--- src/rtl/ahb_bus_arbiter_if.sv ---
`default_nettype none
// ============================================================================
// Module   : ahb_bus_arbiter_if
// Brief    : Two-master AHB-Lite request side, shared bus side and slave
//            response bundle used by ahb_bus_arbiter.
// Revision : 1.0 - initial release
// ============================================================================
`ifndef WORD_WIDTH
`define WORD_WIDTH 32
`endif

interface ahb_bus_arbiter_if #(
  parameter int WORD_WIDTH = `WORD_WIDTH
);
  // Master 0 request side
  logic [WORD_WIDTH-1:0] M0_HADDR;
  logic [1:0]            M0_HTRANS;
  logic                  M0_HWRITE;
  logic [2:0]            M0_HSIZE;
  logic [WORD_WIDTH-1:0] M0_HWDATA;
  logic                  M0_HREADY;
  logic                  M0_HRESP;
  // Master 1 request side
  logic [WORD_WIDTH-1:0] M1_HADDR;
  logic [1:0]            M1_HTRANS;
  logic                  M1_HWRITE;
  logic [2:0]            M1_HSIZE;
  logic [WORD_WIDTH-1:0] M1_HWDATA;
  logic                  M1_HREADY;
  logic                  M1_HRESP;
  // Read data broadcast to both masters
  logic [WORD_WIDTH-1:0] M_HRDATA;
  // Shared bus towards decoder and slaves
  logic [WORD_WIDTH-1:0] HADDR;
  logic [1:0]            HTRANS;
  logic                  HWRITE;
  logic [2:0]            HSIZE;
  logic [WORD_WIDTH-1:0] HWDATA;
  // Muxed slave response
  logic                  HREADY;
  logic                  HRESP;
  logic [WORD_WIDTH-1:0] HRDATA;

  // Arbiter view: consumes master requests and slave response, drives the rest
  modport slave (
    input  M0_HADDR, M0_HTRANS, M0_HWRITE, M0_HSIZE, M0_HWDATA,
    input  M1_HADDR, M1_HTRANS, M1_HWRITE, M1_HSIZE, M1_HWDATA,
    output M0_HREADY, M0_HRESP, M1_HREADY, M1_HRESP, M_HRDATA,
    output HADDR, HTRANS, HWRITE, HSIZE, HWDATA,
    input  HREADY, HRESP, HRDATA
  );

  // Environment view: masters and slave mux seen from outside the arbiter
  modport master (
    output M0_HADDR, M0_HTRANS, M0_HWRITE, M0_HSIZE, M0_HWDATA,
    output M1_HADDR, M1_HTRANS, M1_HWRITE, M1_HSIZE, M1_HWDATA,
    input  M0_HREADY, M0_HRESP, M1_HREADY, M1_HRESP, M_HRDATA,
    input  HADDR, HTRANS, HWRITE, HSIZE, HWDATA,
    output HREADY, HRESP, HRDATA
  );
endinterface

`default_nettype wire

--- src/rtl/ahb_bus_arbiter.sv ---
`default_nettype none
// ============================================================================
// Module   : ahb_bus_arbiter
// Brief    : Two-master AHB-Lite round-robin arbiter. Losing requests are
//            latched and replayed; address phase is combinational.
// Revision : 1.0 - initial release
// ============================================================================
`ifndef WORD_WIDTH
`define WORD_WIDTH 32
`endif

module ahb_bus_arbiter #(
  parameter int         WORD_WIDTH    = `WORD_WIDTH,
  parameter logic [1:0] HTRANS_NONSEQ = 2'b10
) (
  input  logic             HCLK,
  input  logic             HRESET,
  ahb_bus_arbiter_if.slave bus
);

  localparam logic [1:0] HTRANS_IDLE = 2'b00;

  typedef enum logic [1:0] {
    OWN_NONE = 2'd0,
    OWN_M0   = 2'd1,
    OWN_M1   = 2'd2
  } owner_t;

  owner_t                dp_owner;
  logic                  last_grant;
  logic                  pend0, pend1;
  logic [WORD_WIDTH-1:0] hold_addr0, hold_addr1;
  logic                  hold_write0, hold_write1;
  logic [2:0]            hold_size0, hold_size1;

  logic                  m0_hready, m1_hready;
  logic                  live0, live1, req0, req1;
  logic                  grant0, grant1;
  logic [WORD_WIDTH-1:0] addr0, addr1;
  logic                  write0, write1;
  logic [2:0]            size0, size1;
  logic                  unused_htrans_lsb;

  // Only bit 1 of the master HTRANS is meaningful (SEQ collapses to NONSEQ)
  assign unused_htrans_lsb = &{1'b0, bus.M0_HTRANS[0], bus.M1_HTRANS[0]};

  // A pending master is stalled; the data-phase owner sees the slave ready
  assign m0_hready = pend0 ? 1'b0 : ((dp_owner == OWN_M0) ? bus.HREADY : 1'b1);
  assign m1_hready = pend1 ? 1'b0 : ((dp_owner == OWN_M1) ? bus.HREADY : 1'b1);

  assign live0 = bus.M0_HTRANS[1] & m0_hready;
  assign live1 = bus.M1_HTRANS[1] & m1_hready;
  assign req0  = pend0 | live0;
  assign req1  = pend1 | live1;

  // last_grant==1 means M1 went last, so M0 wins a tie (and vice versa)
  assign grant0 = bus.HREADY & req0 & (~req1 | last_grant);
  assign grant1 = bus.HREADY & req1 & (~req0 | ~last_grant);

  // Address-phase source per master: latched copy while pending, else live
  assign addr0  = pend0 ? hold_addr0  : bus.M0_HADDR;
  assign write0 = pend0 ? hold_write0 : bus.M0_HWRITE;
  assign size0  = pend0 ? hold_size0  : bus.M0_HSIZE;
  assign addr1  = pend1 ? hold_addr1  : bus.M1_HADDR;
  assign write1 = pend1 ? hold_write1 : bus.M1_HWRITE;
  assign size1  = pend1 ? hold_size1  : bus.M1_HSIZE;

  assign bus.HADDR  = grant1 ? addr1  : addr0;
  assign bus.HWRITE = grant1 ? write1 : write0;
  assign bus.HSIZE  = grant1 ? size1  : size0;
  assign bus.HTRANS = (grant0 | grant1) ? HTRANS_NONSEQ : HTRANS_IDLE;

  assign bus.M0_HREADY = m0_hready;
  assign bus.M1_HREADY = m1_hready;
  assign bus.M0_HRESP  = (dp_owner == OWN_M0) & bus.HRESP;
  assign bus.M1_HRESP  = (dp_owner == OWN_M1) & bus.HRESP;
  assign bus.M_HRDATA  = bus.HRDATA;

  // Write data follows whichever master owns the current data phase
  always_comb begin
    bus.HWDATA = '0;
    case (dp_owner)
      OWN_M0:  bus.HWDATA = bus.M0_HWDATA;
      OWN_M1:  bus.HWDATA = bus.M1_HWDATA;
      default: bus.HWDATA = '0;
    endcase
  end

  // Data-phase ownership, round-robin pointer and pending-request capture
  always_ff @(posedge HCLK) begin
    if (HRESET) begin
      dp_owner    <= OWN_NONE;
      last_grant  <= 1'b1;
      pend0       <= 1'b0;
      pend1       <= 1'b0;
      hold_addr0  <= '0;
      hold_addr1  <= '0;
      hold_write0 <= 1'b0;
      hold_write1 <= 1'b0;
      hold_size0  <= '0;
      hold_size1  <= '0;
    end else begin
      if (bus.HREADY) begin
        if (grant0) begin
          dp_owner   <= OWN_M0;
          last_grant <= 1'b0;
        end else if (grant1) begin
          dp_owner   <= OWN_M1;
          last_grant <= 1'b1;
        end else begin
          dp_owner <= OWN_NONE;
        end
      end
      // live implies not pending, so a held request is never overwritten
      if (grant0) begin
        pend0 <= 1'b0;
      end else if (live0) begin
        pend0       <= 1'b1;
        hold_addr0  <= bus.M0_HADDR;
        hold_write0 <= bus.M0_HWRITE;
        hold_size0  <= bus.M0_HSIZE;
      end
      if (grant1) begin
        pend1 <= 1'b0;
      end else if (live1) begin
        pend1       <= 1'b1;
        hold_addr1  <= bus.M1_HADDR;
        hold_write1 <= bus.M1_HWRITE;
        hold_size1  <= bus.M1_HSIZE;
      end
    end
  end

endmodule

`default_nettype wire

--- src/flat_wrapper.sv ---
// flat-port wrapper written by rule: the top's interface ports become plain ports
module ahb_bus_arbiter_flat 
#(
  parameter int         WORD_WIDTH    = `WORD_WIDTH,
  parameter logic [1:0] HTRANS_NONSEQ = 2'b10
)
  (HCLK, HRESET, bus_M0_HADDR, bus_M0_HTRANS, bus_M0_HWRITE, bus_M0_HSIZE, bus_M0_HWDATA, bus_M1_HADDR, bus_M1_HTRANS, bus_M1_HWRITE, bus_M1_HSIZE, bus_M1_HWDATA, bus_M0_HREADY, bus_M0_HRESP, bus_M1_HREADY, bus_M1_HRESP, bus_M_HRDATA, bus_HADDR, bus_HTRANS, bus_HWRITE, bus_HSIZE, bus_HWDATA, bus_HREADY, bus_HRESP, bus_HRDATA);
  ahb_bus_arbiter_if #(.WORD_WIDTH(WORD_WIDTH)) bus_i ();
  input  logic HCLK;
  input  logic HRESET;
  input wire logic [$bits(bus_i.M0_HADDR)-1:0] bus_M0_HADDR;
  input wire logic [$bits(bus_i.M0_HTRANS)-1:0] bus_M0_HTRANS;
  input wire logic [$bits(bus_i.M0_HWRITE)-1:0] bus_M0_HWRITE;
  input wire logic [$bits(bus_i.M0_HSIZE)-1:0] bus_M0_HSIZE;
  input wire logic [$bits(bus_i.M0_HWDATA)-1:0] bus_M0_HWDATA;
  input wire logic [$bits(bus_i.M1_HADDR)-1:0] bus_M1_HADDR;
  input wire logic [$bits(bus_i.M1_HTRANS)-1:0] bus_M1_HTRANS;
  input wire logic [$bits(bus_i.M1_HWRITE)-1:0] bus_M1_HWRITE;
  input wire logic [$bits(bus_i.M1_HSIZE)-1:0] bus_M1_HSIZE;
  input wire logic [$bits(bus_i.M1_HWDATA)-1:0] bus_M1_HWDATA;
  output wire logic [$bits(bus_i.M0_HREADY)-1:0] bus_M0_HREADY;
  output wire logic [$bits(bus_i.M0_HRESP)-1:0] bus_M0_HRESP;
  output wire logic [$bits(bus_i.M1_HREADY)-1:0] bus_M1_HREADY;
  output wire logic [$bits(bus_i.M1_HRESP)-1:0] bus_M1_HRESP;
  output wire logic [$bits(bus_i.M_HRDATA)-1:0] bus_M_HRDATA;
  output wire logic [$bits(bus_i.HADDR)-1:0] bus_HADDR;
  output wire logic [$bits(bus_i.HTRANS)-1:0] bus_HTRANS;
  output wire logic [$bits(bus_i.HWRITE)-1:0] bus_HWRITE;
  output wire logic [$bits(bus_i.HSIZE)-1:0] bus_HSIZE;
  output wire logic [$bits(bus_i.HWDATA)-1:0] bus_HWDATA;
  input wire logic [$bits(bus_i.HREADY)-1:0] bus_HREADY;
  input wire logic [$bits(bus_i.HRESP)-1:0] bus_HRESP;
  input wire logic [$bits(bus_i.HRDATA)-1:0] bus_HRDATA;
  assign bus_i.M0_HADDR = bus_M0_HADDR;
  assign bus_i.M0_HTRANS = bus_M0_HTRANS;
  assign bus_i.M0_HWRITE = bus_M0_HWRITE;
  assign bus_i.M0_HSIZE = bus_M0_HSIZE;
  assign bus_i.M0_HWDATA = bus_M0_HWDATA;
  assign bus_i.M1_HADDR = bus_M1_HADDR;
  assign bus_i.M1_HTRANS = bus_M1_HTRANS;
  assign bus_i.M1_HWRITE = bus_M1_HWRITE;
  assign bus_i.M1_HSIZE = bus_M1_HSIZE;
  assign bus_i.M1_HWDATA = bus_M1_HWDATA;
  assign bus_M0_HREADY = bus_i.M0_HREADY;
  assign bus_M0_HRESP = bus_i.M0_HRESP;
  assign bus_M1_HREADY = bus_i.M1_HREADY;
  assign bus_M1_HRESP = bus_i.M1_HRESP;
  assign bus_M_HRDATA = bus_i.M_HRDATA;
  assign bus_HADDR = bus_i.HADDR;
  assign bus_HTRANS = bus_i.HTRANS;
  assign bus_HWRITE = bus_i.HWRITE;
  assign bus_HSIZE = bus_i.HSIZE;
  assign bus_HWDATA = bus_i.HWDATA;
  assign bus_i.HREADY = bus_HREADY;
  assign bus_i.HRESP = bus_HRESP;
  assign bus_i.HRDATA = bus_HRDATA;
  ahb_bus_arbiter #(.WORD_WIDTH(WORD_WIDTH), .HTRANS_NONSEQ(HTRANS_NONSEQ)) u_core (.HCLK(HCLK), .HRESET(HRESET), .bus(bus_i));
endmodule
--- config.mk ---
export PLATFORM = sky130hd
export DESIGN_NAME = ahb_bus_arbiter_flat
export DESIGN_NICKNAME = d
export VERILOG_FILES = /design/src/rtl/ahb_bus_arbiter_if.sv /design/src/rtl/ahb_bus_arbiter.sv /design/src/flat_wrapper.sv
export SDC_FILE = /design/constraint.sdc
export NUM_CORES = 1
export LEC_CHECK = 0
export CELL_PAD_IN_SITES_DETAIL_PLACEMENT = 1
export CELL_PAD_IN_SITES_GLOBAL_PLACEMENT = 1
export CORE_ASPECT_RATIO = 0.8
export CORE_MARGIN = 2
export CORE_UTILIZATION = 23
export DETAILED_ROUTE_END_ITERATION = 10
export GPL_TIMING_DRIVEN = 0
export PLACE_DENSITY = 0.83
export SLEW_MARGIN = 40
export SYNTH_ARGS = -nofsm -noshare
export SYNTH_HDL_FRONTEND = slang
export SYNTH_SLANG_ARGS = --single-unit
--- constraint.sdc ---
create_clock -name HCLK -period 2.4 [get_ports HCLK]
set_input_delay 0.6 -clock HCLK [delete_from_list [all_inputs] [get_ports HCLK]]
set_output_delay 0.6 -clock HCLK [all_outputs]
set_load 0.03 [all_outputs]
# [Word-level counts from Yosys, hierarchy flattened]
# Cells that the tools add are included.
[classes] n_reduce_logical=6 n_bitwise=18 n_eq_ne=2 muxes=19
[ops] cell="$mux 32" count=3
[ops] cell="$pmux 32 s2" count=1
[ops] cell="$mux 1" count=9
[ops] cell="$mux 3" count=3
[ops] cell="$and 1x1->1" count=8
[ops] cell="$mux 2" count=3
[ops] cell="$reduce_and 2->1" count=3
[ops] cell="$not 1->1" count=5
[ops] cell="$or 1x1->1" count=5
[ops] cell="$reduce_or 2->1" count=2
[ops] cell="$eq 2x1->1 const B" count=1
[ops] cell="$eq 2x2->1 const B" count=1
[ops] cell="$reduce_bool 2->1" count=1
[totals] elab_cells=55 regBits=77 output_inout_bits=106 input_bits=176

# [Logic depth before layout (Yosys ltp)]
[logic_depth] ltp_word=10 mapped_depth=9 ltp_nobuf=6

# [Least setup slack after synthesis]
# OpenSTA, ideal clock, no wires.
[synth_timing] path_type="input -> output" startpoint="in bus_HREADY" endpoint="out bus_HADDR[10]" stages=7 t_required_ps=1800 slack_ps=-441 t_arrival_ps=2241 path_buffers=3 cell_sequence="buf_2 -> nand2b_1 -> a21o_1 -> a21oi_1 -> buf_4 -> buf_4 -> mux2i_1"
[synth_between] elab_chain_len=8 word_cells_on_any_way=13 cone_classes="mux: 5; bitwise: 8"
[synth_rtl] item="from (decl)" line_no="flat_wrapper.sv:31" rtl="input wire logic [$bits(bus_i.HREADY)-1:0] bus_HREADY;"
[synth_rtl] item="$mux 1 (2 in series)" line_no="ahb_bus_arbiter.sv:48" rtl="assign m0_hready = pend0 ? 1'b0 : ((dp_owner == OWN_M0) ? bus.HREADY : 1'b1);"
[synth_rtl] item="$and 1x1->1" line_no="ahb_bus_arbiter.sv:51" rtl="assign live0 = bus.M0_HTRANS[1] & m0_hready;"
[synth_rtl] item="$or 1x1->1" line_no="ahb_bus_arbiter.sv:53" rtl="assign req0 = pend0 | live0;"
[synth_rtl] item="$not 1->1" line_no="ahb_bus_arbiter.sv:58" rtl="assign grant1 = bus.HREADY & req1 & (~req0 | ~last_grant);"
[synth_rtl] item="$or 1x1->1" line_no="ahb_bus_arbiter.sv:58"
[synth_rtl] item="$and 1x1->1 (*)" line_no="ahb_bus_arbiter.sv:58"
[synth_rtl] item="$mux 32 (*)" line_no="ahb_bus_arbiter.sv:68" rtl="assign bus.HADDR = grant1 ? addr1 : addr0;"
[synth_rtl] item="to (decl)" line_no="flat_wrapper.sv:26" rtl="output wire logic [$bits(bus_i.HADDR)-1:0] bus_HADDR;"
# Mark *: on every way between the ends. The rest lies on a longest branch, timed or not.

# [Final worst setup path]
[layout_timing] startpoint="reg u_core.dp_owner[1]" endpoint="out bus_HADDR[2]"
[layout_between] elab_chain_len=9 word_cells_on_any_way=15 cone_classes="eq/ne: 2; mux: 5; bitwise: 8"
[layout_rtl] item="from (decl)" line_no="ahb_bus_arbiter.sv:29" rtl="owner_t dp_owner;"
[layout_rtl] item="from (signal assigned)" line_no="ahb_bus_arbiter.sv:92" rtl="dp_owner <= OWN_NONE;"
[layout_rtl] item="from (signal assigned)" line_no="ahb_bus_arbiter.sv:105" rtl="dp_owner <= OWN_M0;"
[layout_rtl] item="from (signal assigned)" line_no="ahb_bus_arbiter.sv:108" rtl="dp_owner <= OWN_M1;"
[layout_rtl] item="$eq 2x1->1" line_no="ahb_bus_arbiter.sv:48"
[layout_rtl] item="$mux 1 (2 in series)" line_no="ahb_bus_arbiter.sv:48"
[layout_rtl] item="$and 1x1->1" line_no="ahb_bus_arbiter.sv:51"
[layout_rtl] item="$or 1x1->1" line_no="ahb_bus_arbiter.sv:53"
[layout_rtl] item="$not 1->1" line_no="ahb_bus_arbiter.sv:58"
[layout_rtl] item="$or 1x1->1" line_no="ahb_bus_arbiter.sv:58"
[layout_rtl] item="$and 1x1->1 (*)" line_no="ahb_bus_arbiter.sv:58"
[layout_rtl] item="$mux 32 (*)" line_no="ahb_bus_arbiter.sv:68"
# Marked as above.

==> out/metrics.cfg <==
[run_status]
status=finished with violations
violations=setup timing

[cts]
cts_buffers=9
postCtsHoldBufs=0
clk_pin_slew_ps=60
clock_latency_ps=340
cts_tree=built
htree_levels=3
cts_max_path_buffers=2
cts_num_sinks=77
root_buffer=clkbuf_16

[critical_path]
crit_path_frequent_cell=buf_6
required_ps=1800
worstSetupPathType=register to output pin
critPathMaxFanout=8
endpoint_kind=output pin
cp_top_family=buffers and inverters
ff2ff_setup_slack_ps=300
cp_num_cells=10
worstReg2RegStart=u_core.dp_owner[1]$_SDFFE_PP0P_
cp_num_buf_inv=5
crit_path_max_incr_delay_ps=330
crit_chain=inv_2 -> ha_4 -> nand2b_4 -> a21o_1 -> a21oi_2 -> buf_6 -> buf_12 -> clkbuf_16 -> mux2i_4 -> buf_6
r2r_end=u_core.hold_addr1[20]$_SDFFE_PP0P_
cp-start-kind=register
ff2ff_path_depth=8
slowest_stage=dfxtp_2
crit_arrival_ps=2110

[global_route]
gr-total-overflow=0
grt_use_total=0.188
grt_pass1_vias=5276
grt_pass1_wl_um=30200
antenna_found_initial=0
grt_max_degree=14

[yosys]
netlist_area_mm2=0.00464
ys_warn_count=0
ys_top_cells_by_area=dfxtp_1, mux2i_1, nand2_1, a21oi_1, buf_4
yosysTopAreaCell=dfxtp_1
postSynthCellCount=585
synth_top_cell_area_share=0.332
synth-main-ff-cell=dfxtp_1
ys_ff_latch=77
syn_nets=763
synth_edf_count=0
ys_async_sr_fraction=0
synth.avg_cell_area_um2=7.93
synth_cell_types=29
yosysSeqAreaShare=0.332

[hold_path]
hold_depth=2
hp-class=register to register
hold_path_end=u_core.hold_addr0[8]$_SDFFE_PP0P_
min-delay-start=u_core.hold_addr0[8]$_SDFFE_PP0P_

[placement]
gp_congestion=0.846
port_buffers=244
dp_hpwl_um=15500
pre_cts_ws_ps=-1170

[finish]
areaGrowthSynthToFinish_pct=82.9
final_common_cell=clkdlybuf4s50_1
antennaDiodeCount=0
layout_common_cells=clkdlybuf4s50_1, nand2_1, a21oi_1, dfxtp_1, mux2i_1
seq_area_mm2=0.00155
drive_gt1_frac=0.274
multi_input_area_mm2=0.00309
fin_nets=1033
fillers=2336

[floorplan]
start_util=0.234
dieArea_mm2=0.0213
fp.dieW_um=163
io_pins=282
coreArea_mm2=0.0198
fp-row-count=46
die_y_um=131

[detailed_routing]
drtIter0Drc=229
top_layer=met4
drc=0
wl_um=20300
via_count=5060
viasPerCell=4.50
m1WireLength_um=9790
dr_wl_met3_um=979
wl_per_cell_um=18.0
dr.pass1.iters=4
ant_nets=0
met2WireLength_um=9320

[power]
leakage_uw=0.00320
power_uw=4800
ir_drop_mv=0.304
p_per_area_mw_per_mm2=566

[timing]
timing.final.crit_share=1.13
min_period_ps=2710
fin_skew_ps=9.56
setup_violations=36
fin_setup_tns_ps=-9350
hold_viol=0
tightest_slew_ps=798
max_freq_ghz=0.368
rsz0062_at_grt=yes
worst_slack_ps=-314
timing.max_slew.rel_slack=0.468
slew_viol_final=0

[flow_run]
cap_violations=0

[power breakdown]
| group | internal (uW) | switching (uW) | total (uW) |
|---|---|---|---|
| registers | 1360 | 41.9 | 1400 |
| logic | 876 | 933 | 1810 |
| clock network | 1020 | 575 | 1590 |
[cells in the mapped netlist (all sizes together), types with 3 or more instances]
cell type,count
nor2,40
mux2i,108
dfxtp,77
buf,61
clkbuf,21
o21ai,3
inv,5
a21oi,76
a22oi,32
nand2,144
[worst register-to-register path, stage by stage (launching register included)]
cell and delay [ps]:
dfxtp_2 330, buf_4 130, ha_1 170, buf_4 170, nor2b_4 150, a2111oi_4 620, buf_6 240, nand2_1 70
a21oi_1 140
[cell type report]
type / instances / area share
clock inverters: 6 / 0.0131
plain buffers: 81 / 0.0755
repair buffers: 260 / 0.297
clock buffers: 10 / 0.0270
well taps: 264 / 0.0389
flip-flops and latches: 77 / 0.182
inverters: 5 / 0.00221
multi-input cells: 421 / 0.364
[layer usage]
| layer | vias up | GRT usage |
|---|---|---|
| met5 | - | 0 |
| met2 | 121 | 0.307 |
| met3 | 15 | 0.0360 |
| met4 | 0 | 0.0328 |
| met1 | 2413 | 0.263 |
| li1 | 2511 | - |
[cells by family after synthesis]
group,count (synthesis),share of synthesized area
simple gates,190,0.157
compound gates,120,0.161
mux,108,0.233
buf+inv,87,0.111
flops,77,0.332
fa+ha+maj,2,0.00539
other cells,1,0.000808
[worst max-delay path by stage]
stage / start / end / slack (ps)
detailed placement: bus_M0_HTRANS[1] / bus_HADDR[29] / -1170
floorplan: bus_HREADY / bus_HADDR[10] / -90
global placement: bus_M0_HTRANS[1] / bus_HADDR[17] / -1160
finish: u_core.dp_owner[1]$_SDFFE_PP0P_ / bus_HADDR[2] / -310
global route: u_core.dp_owner[1]$_SDFFE_PP0P_ / bus_HADDR[27] / -410
CTS: u_core.dp_owner[1]$_SDFFE_PP0P_ / bus_HADDR[21] / -460
[timing repair]
item,in CTS,in global routing
endpoints found under the setup margin,73,70
pin swaps,1,2
setup buffers,10,5
cloned,3,1
resized for setup,453,53
[through the flow]
| step | cells | area (um2) | utilization | hold WS [ps] |
|---|---|---|---|---|
| final | 1124 | 8490 | 0.429 | 454 |
| after floorplan | 585 | 5100 | - | 436 |
| after global placement | 1093 | 7870 | 0.398 | 441 |
| after global routing | 1124 | 8490 | 0.429 | 473 |
| after CTS | 1122 | 8370 | 0.423 | 455 |
| after detailed placement | 1093 | 7870 | 0.398 | 447 |
[flip-flops by register name, summed over array words and instances (netlist names)]
name / count
u_core.hold_addr0: 32
u_core.hold_addr1: 32
u_core.hold_size0: 3
u_core.hold_size1: 3
u_core.dp_owner: 2
u_core.hold_write0: 1
u_core.hold_write1: 1
u_core.last_grant: 1
u_core.pend0: 1
u_core.pend1: 1
Power figures use the tool's default switching activity.
